<file path="src/rtl/hazard_ctrl.sv">
// Pipeline hazard unit: operand forwarding, load-use stall, branch flush and MDU occupancy FSM.
// Optional performance counters (stall_cnt, flush_cnt) are built when HAZARD_PERF_CNT_EN is defined.
module hazard_ctrl #(
  parameter int MDU_LAT = 4
) (
  input  logic        clk,
  input  logic        rst,
  input  logic [4:0]  rs1_d,
  input  logic [4:0]  rs2_d,
  input  logic [4:0]  rs1_e,
  input  logic [4:0]  rs2_e,
  input  logic [4:0]  rd_e,
  input  logic [4:0]  rd_m,
  input  logic [4:0]  rd_w,
  input  logic        regwritem,
  input  logic        regwritew,
  input  logic        resultsrce,
  input  logic        pcsrce,
  input  logic        mdu_start_e,
  output logic [1:0]  forwarda_e,
  output logic [1:0]  forwardb_e,
  output logic        stallf,
  output logic        stalld,
  output logic        stalle,
  output logic        flushd,
  output logic        flushe,
  output logic        bubblem,
  output logic        mdu_busy,
  output logic        mdu_done
`ifdef HAZARD_PERF_CNT_EN
  ,
  output logic [31:0] stall_cnt,
  output logic [31:0] flush_cnt
`endif
);

  typedef enum logic [1:0] {
    IDLE = 2'd0,
    BUSY = 2'd1,
    DONE = 2'd2
  } state_t;

  localparam logic [3:0] CNT_INIT = 4'(MDU_LAT - 3);

  state_t     state;
  logic [3:0] cnt;
  logic       lwstall;

  // All hazard outputs are forced quiet while rst is held.
  always_comb begin
    forwarda_e = 2'b00;
    forwardb_e = 2'b00;
    if (!rst) begin
      if (regwritem && rd_m != '0 && rd_m == rs1_e)      forwarda_e = 2'b10;
      else if (regwritew && rd_w != '0 && rd_w == rs1_e) forwarda_e = 2'b01;
      if (regwritem && rd_m != '0 && rd_m == rs2_e)      forwardb_e = 2'b10;
      else if (regwritew && rd_w != '0 && rd_w == rs2_e) forwardb_e = 2'b01;
    end
  end

  always_comb begin
    lwstall  = !rst && resultsrce && rd_e != '0 && (rd_e == rs1_d || rd_e == rs2_d);
    mdu_busy = !rst && ((state == IDLE && mdu_start_e) || state == BUSY);
    mdu_done = !rst && state == DONE;
    stallf   = lwstall | mdu_busy;
    stalld   = lwstall | mdu_busy;
    stalle   = mdu_busy;
    bubblem  = mdu_busy;
    flushd   = pcsrce & ~mdu_busy & ~rst;
    flushe   = (lwstall | pcsrce) & ~mdu_busy & ~rst;
  end

  // DONE never samples mdu_start_e, so the finishing op cannot retrigger itself.
  always_ff @(posedge clk) begin
    if (rst) begin
      state <= IDLE;
      cnt   <= '0;
    end else begin
      case (state)
        IDLE: begin
          if (mdu_start_e) begin
            if (MDU_LAT == 2) begin
              state <= DONE;
            end else begin
              state <= BUSY;
              cnt   <= CNT_INIT;
            end
          end
        end
        BUSY: begin
          if (cnt == '0) state <= DONE;
          else           cnt   <= cnt - 4'd1;
        end
        DONE:    state <= IDLE;
        default: state <= IDLE;
      endcase
    end
  end

`ifdef HAZARD_PERF_CNT_EN
  always_ff @(posedge clk) begin
    if (rst) begin
      stall_cnt <= '0;
      flush_cnt <= '0;
    end else begin
      if (stallf && stall_cnt != '1) stall_cnt <= stall_cnt + 32'd1;
      if (flushe && flush_cnt != '1) flush_cnt <= flush_cnt + 32'd1;
    end
  end
`endif

endmodule

</file>
<file path="config.mk">
export PLATFORM = sky130hd
export DESIGN_NAME = hazard_ctrl
export DESIGN_NICKNAME = d
export VERILOG_FILES = /design/src/rtl/hazard_ctrl.sv
export SDC_FILE = /design/constraint.sdc
export NUM_CORES = 1
export LEC_CHECK = 0
export BUFFER_PORTS_ARGS = -buffer_cell sky130_fd_sc_hd__buf_4
export CORE_MARGIN = 1
export CORE_UTILIZATION = 41
export CTS_CLUSTER_DIAMETER = 30
export DETAILED_ROUTE_END_ITERATION = 7
export GPL_TIMING_DRIVEN = 0
export HOLD_SLACK_MARGIN = 0.06
export PLACE_DENSITY = 0.83
export SLEW_MARGIN = 40
export SYNTH_ARGS = -nofsm -noshare
export SYNTH_HDL_FRONTEND = slang
export SYNTH_SLANG_ARGS = --single-unit
</file>
<file path="constraint.sdc">
create_clock -name clk -period 2.07 [get_ports clk]
set_input_delay 0.3105 -clock clk [delete_from_list [all_inputs] [get_ports clk]]
set_output_delay 0.3105 -clock clk [all_outputs]
set_load 0.02 [all_outputs]
</file>
**Yosys cells after proc, flatten, opt, wreduce, memory -nomap -nowiden**

Index checks and enable logic that the tools add are counted.

- Register bits after elaboration: 6
- Output and inout port bits: 12

- $add $sub $neg: 1
- Eq/ne operators: 11
- Muxes and demuxes: 12
- Bitwise logic cells: 8
- Reductions and logical operators: 23

Operator list:

| operator | number |
|---|---|
| 5-bit == test | 6 |
| 5-bit nonzero test | 3 |
| 1-bit logical AND | 12 |
| 2-bit two-way mux | 6 |
| 4-bit two-way mux | 2 |
| 4-bit one-hot mux with 2 select lines | 1 |
| 1-bit bitwise AND | 4 |
| 4-bit logical NOT | 1 |
| 2-bit inequality test, second input constant | 2 |
| 2-bit one-hot mux with 2 select lines | 1 |
| 4-bit by 1-bit subtractor with 4-bit output, second input constant | 1 |
| 3-bit AND reduction | 1 |
| 2-bit by 1-bit == test with 1-bit output, second input constant | 1 |
| 2-bit == test, second input constant | 1 |
| 2-bit logical NOT | 1 |
| 1-bit logical OR | 2 |
| 1-bit two-way mux | 2 |
| 2-bit by 1-bit inequality test with 1-bit output, second input constant | 1 |
| 1-bit inverter | 2 |
| 1-bit bitwise OR | 2 |
| 2-bit AND reduction | 1 |
| 2-bit nonzero test | 1 |
| 1-bit logical NOT | 1 |

**Depth between registers and ports, before layout**

Gate-level depths: netlist (run 1).

- Depth in word-level cells: 7
- Gate-level depth with buffers: 6
- Depth with buffers taken out: 6

**Worst setup path after synthesis (run 1)**

No wires, ideal clock.

- Path type: input port to output port
- Start: input rst
- End: output stallf
- Data arrival time: 1709 ps
- Setup slack: 50 ps
- Stages: 4
- Buffers on the path: 2
- Cells stage by stage: clkbuf_1 > nor3_1 > o21bai_1 > buf_4

- Elaborated cells on any way between the ends: 6

RTL lines:

| element | line | RTL |
|---|---|---|
| start: declaration | 7 | `input logic rst,` |
| 1-bit logical NOT | 63 | `mdu_busy = !rst && ((state == IDLE && mdu_start_e) \|\| state == BUSY);` |
| 1-bit logical AND | 63 |  |
| net bubblem | 27 | `output logic bubblem,` |
| 1-bit bitwise OR | n/a |  |
| end: declaration | 22 | `output logic stallf,` |

The timed path passes the listed nets, and every way through them passes these cells.

**Worst setup path in the final report (run 1)**

- Start: input rd_m[1]
- End: output forwarda_e[0]

- Word-level cells in the longest chain between the ends: 5
- Elaborated cells on any way between the ends: 6

RTL lines:

| element | line | RTL |
|---|---|---|
| start: declaration | 13 | `input logic [4:0] rd_m,` |
| 5-bit nonzero test | 54 | `if (regwritem && rd_m != '0 && rd_m == rs1_e) forwarda_e = 2'b10;` |
| 1-bit logical AND | 54 |  |
| 1-bit logical AND * | 54 |  |
| 2-bit two-way mux * | 54 |  |
| 2-bit two-way mux * | 53 | `if (!rst) begin` |
| end: declaration | 20 | `output logic [1:0] forwarda_e,` |

Every way passes the cells marked *; elsewhere a longest branch is shown, timed or not.

==> out/qor.csv, run 1 <==
stage,metric,value,unit
cells_and_area,drive_gt1_frac,0.414,
die,die-height,45.6,microns
sta,post-route-min-period,1.97,ns
sta,hold_viol_final,0,
sta,finClkSkew,0.00370,ns
critical_path,cp_max_fo,4,
pwr,power.density,407,nW/um^2
critical_path,regToRegSetupSlack,0.49,ns
worst_hold_path,min_path_cells,2,
placed_design,gp_congestion,0.775,
yosys,synthAdderAreaFrac,0.0321,
sta,slew_headroom,0.693,
yosys,synth_compound_area_frac,0.114,
grt,grt_use_met2,0.483,
yosys,yosys.area_share.simple,0.316,
critical_path,reg2regPathDepth,6,
sta,worstMarginPinSlew,0.457,ns
yosys,yosysWarnings,0,
worst_hold_path,min_from,cnt[3],
cts,ctsResizeCount,0,
cts,cts_setup_buffers,0,
run,drv_cap,0,
grt,grt_pass1_wl,3.47,mm
cells_and_area,final_cell_mix,"buf_4, xor2_1, xnor2_1",
sta,report.final.slew_viol_count,0,
drt,drtPass1Iterations,4,
drt,avgRoutedWirePerCell,12.3,microns
grt,busiest_layer,met2,
die,chipWidth,45.6,microns
cts,clkLatencyLatePin,0.24,ns
drt,wl,2.23,mm
yosys,avgSynthCellArea,7.73,sq um
drt,drtIter0Drc,6,
cells_and_area,mostFrequentLayoutCell,buf_4,
cells_and_area,fin_cells,182,
yosys,synth_top_family_by_area,XOR/XNOR gates,
drt,route.detailed.drc,0,
yosys,synth_mux_area_frac,0,
cts,numCtsBuffers,3,
critical_path,cp-start-kind,primary input,
grt,grt_max_degree,11,
worst_hold_path,holdPathEnd,cnt[3],
placed_design,dp_cells,179,
cts,clock_path_buffers,2,
critical_path,cp_data_arrival_time,1.66,ns
run_status,status,finished clean,
drt,via_count,925,
cts,ctsRootBufferMaster,clkbuf_4,
die,pin_count,54,
cts,cts_sinks,6,
worst_hold_path,hold_path.class,flop to flop,
cells_and_area,antenna_cells,0,
grt,grt.total_usage,0.226,
die,core_area,1760,sq um
sta,clock.fmax,507,MHz
cells_and_area,n_fill_cell,163,
critical_path,reg2reg_to,cnt[3],
die,die_area,2080,sq um
cts,cts.clk_slew.worst_paths,0.04,ns
yosys,syn_nets,145,
yosys,postSynthCellCount,101,
critical_path,crit_buf_inv,2,
yosys,syn_area,781,sq um
critical_path,critical_path.top_delay_family,simple AND/OR/NAND/NOR gates,
cells_and_area,area_delta_synth_final,59.3,%
grt,gr-usage-met3,0.0675,
placed_design,portBuffers,53,
critical_path,worstPathRequired,1.76,ns
critical_path,slowest_delay,0.54,ns
cells_and_area,utilization,0.705,
drt,via_per_inst,5.08,
sta,period_share,0.952,
placed_design,dp_hpwl,1.97,mm
grt,antenna_found_initial,0,
critical_path,rr_startpoint,cnt[0],
cells_and_area,fin_nets,203,
sta,setup_violations,0,
cts,cts_tree,yes,
yosys,seq_area_frac_synth,0.154,
yosys,yosysUniqueCellTypes,32,
yosys,ys_ff_latch,6,
pwr,p_leak,0.554,nW
drt,drtAntennaViolNets,0,
critical_path,setup.worst_path.class,primary input to output port,
critical_path,slowest_stage,or4_4,
die,fp-row-count,15,
sta,rsz0062_at_grt,false,
grt,use_met1,0.198,
pwr,ir_worst_vdd,0.355,mV
sta,setup_tns,0,ns
cts,holdBufCountCts,0,
cts,htreeDepth,1,
die,start_util,0.443,
critical_path,endpoint_kind,output port,
grt,overflow,0,
yosys,yosys.area_share.xor_xnor,0.337,
grt,first_global_vias,941,
critical_path,crit_chain,buf_4 > or4_4 > o21ai_4 > nor3_1 > nor3_1 > buf_4,
-- through the flow --
| step | setup WS (ns) | instance area, sq um | total power [mW] | hold WS, ns |
|---|---|---|---|---|
| final | 0.0992 | 1240 | 0.507 | 0.494 |
| after global routing | 0.0194 | 1240 | 0.544 | 0.533 |
| after CTS | 0.0245 | 1230 | 0.508 | 0.494 |
| after detailed placement | 0.0332 | 1210 | 0.398 | 0.488 |
| after global placement | 0.0592 | 1210 | 0.388 | 0.476 |
| after floorplan | 0.0503 | 781 | 0.275 | 0.455 |
-- synth_stat cells, drive strengths merged --
master	n	area share
xor2	18	0.20
xnor2	12	0.13
nor3	9	0.064
nor2	8	0.038
dfxtp	6	0.15
nand2	4	0.019
nor3b	4	0.038
o21ai	4	0.030
buf	3	0.029
inv	3	0.014
nand3	3	0.019
nor4	3	0.032
or3	3	0.024
or4	3	0.029
a21oi	2	0.013
ha	2	0.032
nor2b	2	0.016
o21bai	2	0.019
a211oi	1	0.0096
a22oi	1	0.0096
and3	1	0.0080
clkbuf	1	0.0048
nand2b	1	0.0080
nand4b	1	0.011
o211ai	1	0.0096
o21ba	1	0.013
o31ai	1	0.0096
or2	1	0.0080
-- where the power goes --
part / internal [mW] / switching, mW
Combinational: 0.139 / 0.123
Sequential: 0.127 / 0.0102
Clock: 0.0656 / 0.0421
Total: 0.331 / 0.176
-- flip-flops by register name, indices dropped and copies added (netlist names) --
register and count:
state 2, cnt 4
-- metal layers --
layer	vias up	share of wire
li1	463	-
met1	410	0.35
met2	50	0.54
met3	2	0.099
met4	0	0.0085
met5	-	0
-- tightest hold or removal path: stages (launching register included) --
cell and delay, ns:
dfxtp_1 0.32, o21ai_0 0.07, a21oi_1 0.06
-- worst max-delay path by stage --
stage	start	endpoint	slack, ns	cells after the start
final	rd_m[1]	forwarda_e[0]	0.1	6
after global routing	state[0]	stallf	0.02	5
after CTS	rd_m[1]	forwardb_e[0]	0.02	6
after detailed placement	rd_m[1]	forwardb_e[0]	0.03	6
after global placement	rd_m[1]	forwardb_e[0]	0.06	6
after floorplan	rst	stallf	0.05	4
-- kinds of logic (layout without fill, tap and decap cells) --
family | count (synthesis) | in the layout
buffers and inverters | 7 | 63
and+or+nand+nor | 43 | 43
AOI/OAI and AO/OA | 13 | 13
adders and majority gates | 2 | 2
DFF | 6 | 6
xor gates and xnor gates | 30 | 30
-- layout make-up --
| type | count | area [sq um] | share of cell area |
|---|---|---|---|
| multi-input combinational | 88 | 634 | 0.510 |
| timing repair buffer | 53 | 398 | 0.320 |
| sequential | 6 | 120 | 0.0966 |
| clock buffer | 3 | 22.5 | 0.0181 |
| inverter | 3 | 11.3 | 0.00905 |
| buffer | 4 | 26.3 | 0.0211 |
| tap | 25 | 31.3 | 0.0252 |
Note: power is estimated with default switching activity, not from simulation.
==> run 2: changes to the inputs <==
- CORE_UTILIZATION: 41 -> 37
- PLACE_DENSITY: 0.83 -> 0.79
- clock period: 2.07 -> 1.6 ns (I/O delays scaled with it)
==> run 2 against run 1 <==
The run now ends with setup timing left. Via count rose by 2.2%. Worst setup slack got worse by 0.21 ns. Non-clock buffer count up 4. Sequential power increased by 31%. Die area rose by 10%. Global-route usage decreased by 3.0 points. Clock skew about the same. Combinational power increased by 46%. Worst hold slack got worse by 0.044 ns. Total power up 40%. Core utilization down 0.48 points. Critical endpoint is now forwardb_e[0]. Largest cell class unchanged. Highest routed layer unchanged.
==> out/qor.csv, run 2 (synthesized netlist as in run 1, its figures left out) <==
stage,metric,value,unit
run_status,status,finished with violations,
run_status,violations,setup timing,
die,chipWidth,47.9,microns
placed_design,gp_congestion,0.828,
cts,htreeDepth,1,
die,die-height,47.9,microns
sta,fin_ws,-0.114,ns
critical_path,cp-start-kind,primary input,
sta,slew_headroom,0.795,
grt,grt_pass1_wl,3.18,mm
critical_path,regToRegSetupSlack,0.06,ns
grt,first_global_vias,836,
cells_and_area,final_cell_mix,"buf_4, xor2_1, xnor2_1",
worst_hold_path,hold_path.class,primary input to flop,
cells_and_area,multi_input_area,716,sq um
die,pin_count,54,
run,drv_cap,0,
cells_and_area,largest_register_ffs,4,
critical_path,crit_end,forwardb_e[0],
drt,via_per_inst,5.03,
sta,clock.fmax,583,MHz
sta,post-route-min-period,1.71,ns
sta,whs,0.450,ns
critical_path,worstPathRequired,1.36,ns
die,die_area,2300,sq um
cts,clock_path_buffers,2,
pwr,ir_worst_vdd,0.346,mV
cells_and_area,utilization,0.700,
sta,setup_tns,-0.198,ns
drt,via_count,945,
cts,cts_tree,yes,
sta,period_share,1.07,
cells_and_area,area_delta_synth_final,77.7,%
critical_path,cp_data_arrival_time,1.47,ns
critical_path,reg2regPathDepth,6,
die,core_area,1980,sq um
cells_and_area,mostFrequentLayoutCell,buf_4,
drt,drtAntennaViolNets,0,
cells_and_area,register_area,123,sq um
critical_path,cp_max_fo,3,
grt,grt_max_degree,11,
cells_and_area,regMostFlops,cnt,
die,start_util,0.394,
pwr,finalPower,0.709,mW
drt,drtIter0Drc,4,
sta,setup_violations,3,
drt,avgRoutedWirePerCell,12.3,microns
cts,ctsRootBufferMaster,clkbuf_4,
cells_and_area,antenna_cells,0,
cts,clkLatencyLatePin,0.25,ns
drt,wl,2.31,mm
sta,worstMarginPinSlew,0.306,ns
pwr,p_leak,0.605,nW
critical_path,setup.worst_path.class,primary input to output port,
cells_and_area,n_fill_cell,145,
cts,cts.clk_slew.worst_paths,0.05,ns
die,fp-row-count,16,
cells_and_area,design_area,1390,sq um
placed_design,dp_hpwl,1.88,mm
sta,hold_viol_final,0,
drt,drtPass1Iterations,4,
sta,report.final.slew_viol_count,0,
critical_path,reg2reg_to,cnt[3],
cells_and_area,fin_nets,207,
sta,finClkSkew,0.00355,ns
pwr,power.density,511,nW/um^2
cts,numCtsBuffers,3,
sta,rsz0062_at_grt,true,
drt,route.detailed.drc,0,
cells_and_area,reg.largest.list,"cnt: 4 flops, state: 2 flops",
grt,grt.total_usage,0.196,
cts,cts_sinks,6,
cells_and_area,drive_gt1_frac,0.528,
grt,overflow,0,
grt,antenna_found_initial,0,
critical_path,rr_startpoint,cnt[0],
placed_design,postPlaceCellArea,1240,sq um
placed_design,portBuffers,53,
critical_path,cp-startpoint,rd_w[3],
critical_path,endpoint_kind,output port,
## run 2: changes by cell type in the layout (fill, tap and decap cells not counted), sizes merged
cell and change:
buf +4
## run 2: critical path: stages
cell    delay, ns
buf_4        0.13
xor2_1       0.14
or4_4        0.52
nor4_4       0.27
buf_4        0.17
## run 2: final cells by class
type | instances | area share
Buffer | 3 | 0.0144
Clock buffer | 3 | 0.0162
Inverter | 3 | 0.00812
Multi-Input combinational cell | 88 | 0.516
Sequential cell | 6 | 0.0884
Tap cell | 27 | 0.0243
Timing Repair Buffer | 58 | 0.333
## run 2: repair_timing
action                                  in CTS  in global routing
setup buffers                                3                  2
endpoints found under the setup margin       6                  9
hold buffers                                 0                  0
pin swaps                                    8                  7
gates resized for setup                     15                 10
## run 2: metal layers
layer,wire [microns],vias to the layer above,global-route usage
li1,-,473,-
met1,781,418,0.188
met2,1300,49,0.403
met3,189,5,0.0226
met4,40,0,0.0889
met5,0,-,0
## run 2: power breakdown
| group | total [mW] | switching (mW) | internal [mW] |
|---|---|---|---|
| Sequential | 0.180 | 0.0148 | 0.165 |
| Combinational | 0.382 | 0.177 | 0.204 |
| Clock | 0.148 | 0.0622 | 0.0854 |
## run 2: per-stage QoR
stage	setup slack [ns]	std cells
after floorplan	-0.0389	101
after global placement	-0.150	181
after detailed placement	-0.167	181
after CTS	-0.128	187
after global routing	-0.152	188
final	-0.114	188
## run 2: worst min-delay path by stage
stage                       from       end  slack, ns  depth (start not counted)
after floorplan           cnt[3]    cnt[3]       0.45                          2
after global placement    cnt[3]    cnt[3]       0.47                          2
after detailed placement  cnt[3]    cnt[3]       0.48                          2
after CTS                 cnt[3]    cnt[3]       0.49                          2
after global routing         rst  state[0]       0.47                          3
final                        rst  state[0]       0.45                          3
==> run 3: changes to the inputs <==
- PLACE_DENSITY: 0.79 -> 0.76
==> run 3 against run 2 <==
The flow still finishes with violations (setup timing). Routed wire length grew 1.9%. Maximum frequency shrank 0.47%. Worst setup slack lost 0.0080 ns. Total power fell by 1.0%. Combinational power hardly changed. Sequential power about the same.
==> out/qor.csv, run 3 (synthesized netlist as in run 1, its figures left out) <==
stage,metric,value,unit
placed_design,dp_cells,181,
critical_path,cp-startpoint,rs2_e[4],
pwr,p_leak,0.608,nW
cells_and_area,area_delta_synth_final,78.2,%
critical_path,regToRegSetupSlack,0.09,ns
cts,numCtsBuffers,3,
critical_path,cp-start-kind,primary input,
cells_and_area,final_cell_mix,"buf_4, xor2_1, xnor2_1",
pwr,power.density,505,nW/um^2
critical_path,rr_startpoint,cnt[0],
drt,via_count,947,
grt,grt.total_usage,0.204,
critical_path,crit_chain,buf_8 > xor2_1 > or4_4 > nor4_4 > buf_4,
sta,finClkSkew,0.00390,ns
die,die_area,2300,sq um
drt,drtPass1Iterations,4,
die,die-height,47.9,microns
run_status,violations,setup timing,
cells_and_area,n_fill_cell,155,
sta,slew_headroom,0.798,
sta,whs,0.471,ns
cts,cts_sinks,6,
drt,drtAntennaViolNets,0,
sta,post-route-min-period,1.72,ns
critical_path,reg2regPathDepth,6,
grt,grt_pass1_wl,3.32,mm
drt,via_per_inst,5.04,
cells_and_area,fin_nets,207,
cts,clock_path_buffers,2,
placed_design,dp_hpwl,1.88,mm
critical_path,cp_max_fo,2,
die,pin_count,54,
sta,fin_ws,-0.122,ns
drt,avgRoutedWirePerCell,12.5,microns
drt,route.detailed.drc,0,
grt,grt_max_degree,11,
cells_and_area,utilization,0.702,
grt,antenna_found_initial,0,
cts,ctsRootBufferMaster,clkbuf_4,
grt,overflow,0,
critical_path,cp_data_arrival_time,1.48,ns
cells_and_area,fin_cells,188,
pwr,ir_worst_vdd,0.309,mV
sta,worstMarginPinSlew,0.301,ns
cells_and_area,regMostFlops,cnt,
cts,cts.clk_slew.worst_paths,0.05,ns
critical_path,worstPathRequired,1.36,ns
critical_path,slowest_stage,or4_4,
cells_and_area,mostFrequentLayoutCell,buf_4,
run_status,status,finished with violations,
pwr,finalPower,0.702,mW
die,chipWidth,47.9,microns
sta,report.final.slew_viol_count,0,
placed_design,portBuffers,53,
die,fp-row-count,16,
critical_path,reg2reg_to,cnt[3],
worst_hold_path,hold_path.class,primary input to flop,
sta,setup_violations,4,
critical_path,slowest_delay,0.54,ns
cts,clkLatencyLatePin,0.24,ns
grt,first_global_vias,890,
cells_and_area,drive_gt1_frac,0.528,
die,core_area,1980,sq um
placed_design,gp_congestion,0.812,
critical_path,endpoint_kind,output port,
sta,rsz0062_at_grt,true,
cells_and_area,reg.largest.list,"cnt: 4 flops, state: 2 flops",
drt,wl,2.35,mm
cts,cts_tree,yes,
critical_path,setup.worst_path.class,primary input to output port,
run,drv_cap,0,
critical_path,crit_end,forwardb_e[0],
sta,hold_viol_final,0,
cells_and_area,antenna_cells,0,
sta,period_share,1.08,
drt,drtIter0Drc,14,
cells_and_area,largest_register_ffs,4,
sta,clock.fmax,581,MHz
die,start_util,0.394,
cts,htreeDepth,1,
## run 3: changes by cell type in the layout (fill, tap and decap cells not counted)
cell     previous run  this run
nor4_2              0         2
buf_4              54        53
buf_8               1         2
nor2b_1             1         0
nor2b_4             0         1
nor3_1              4         5
nor3_2              5         4
nor4_1              1         0
nor4_4              2         1
or4_1               0         1
or4_4               3         2
## run 3: through the flow
step                      setup TNS (ns)  worst slack, ns  cell area, sq um
after floorplan                  -0.0389          -0.0389               808
after global placement            -0.354           -0.153              1240
after detailed placement          -0.419           -0.181              1240
after CTS                         -0.379           -0.142              1330
after global routing              -0.512           -0.174              1390
final                             -0.380           -0.122              1390
## run 3: worst min-delay path by stage
stage | slack [ns] | depth (start not counted) | end | startpoint
after floorplan | 0.45 | 2 | cnt[3] | cnt[3]
after global placement | 0.47 | 2 | cnt[3] | cnt[3]
after detailed placement | 0.49 | 2 | cnt[2] | cnt[2]
after CTS | 0.50 | 2 | cnt[2] | cnt[2]
after global routing | 0.51 | 3 | state[0] | rst
final | 0.47 | 3 | state[0] | rst
## run 3: repair_timing
item / CTS / global route
resized for setup: 10 / 17
setup endpoints to repair: 7 / 13
pin swaps: 6 / 7
hold buffers: 0 / 0
setup buffers: 3 / 2
## run 3: final cells by class
type / count / area [sq um] / area share
Inverter: 3 / 11.3 / 0.00809
Tap cell: 27 / 33.8 / 0.0243
Timing Repair Buffer: 58 / 469 / 0.337
Multi-Input combinational cell: 88 / 712 / 0.512
Buffer: 3 / 20.0 / 0.0144
Clock buffer: 3 / 22.5 / 0.0162
Sequential cell: 6 / 123 / 0.0881
## run 3: metal layers
metal | global-route usage | wire length, microns | up-vias
li1 | - | - | 474
met1 | 0.175 | 833 | 424
met2 | 0.451 | 1310 | 49
met3 | 0.0491 | 212 | 0
met4 | 0.0389 | 0 | 0
met5 | 0 | 0 | -
## run 3: critical path, delay by kind of cell
family | cells | cell delay [ns]
buffers and inverters | 2 | 0.28
XOR/XNOR | 1 | 0.15
AND/OR/NAND/NOR | 2 | 0.81
## run 3: where the power goes
group | internal [mW] | switching (mW) | total (mW)
Combinational | 0.206 | 0.177 | 0.383
Sequential | 0.165 | 0.0161 | 0.182
Clock | 0.0847 | 0.0527 | 0.137
Total | 0.457 | 0.246 | 0.702
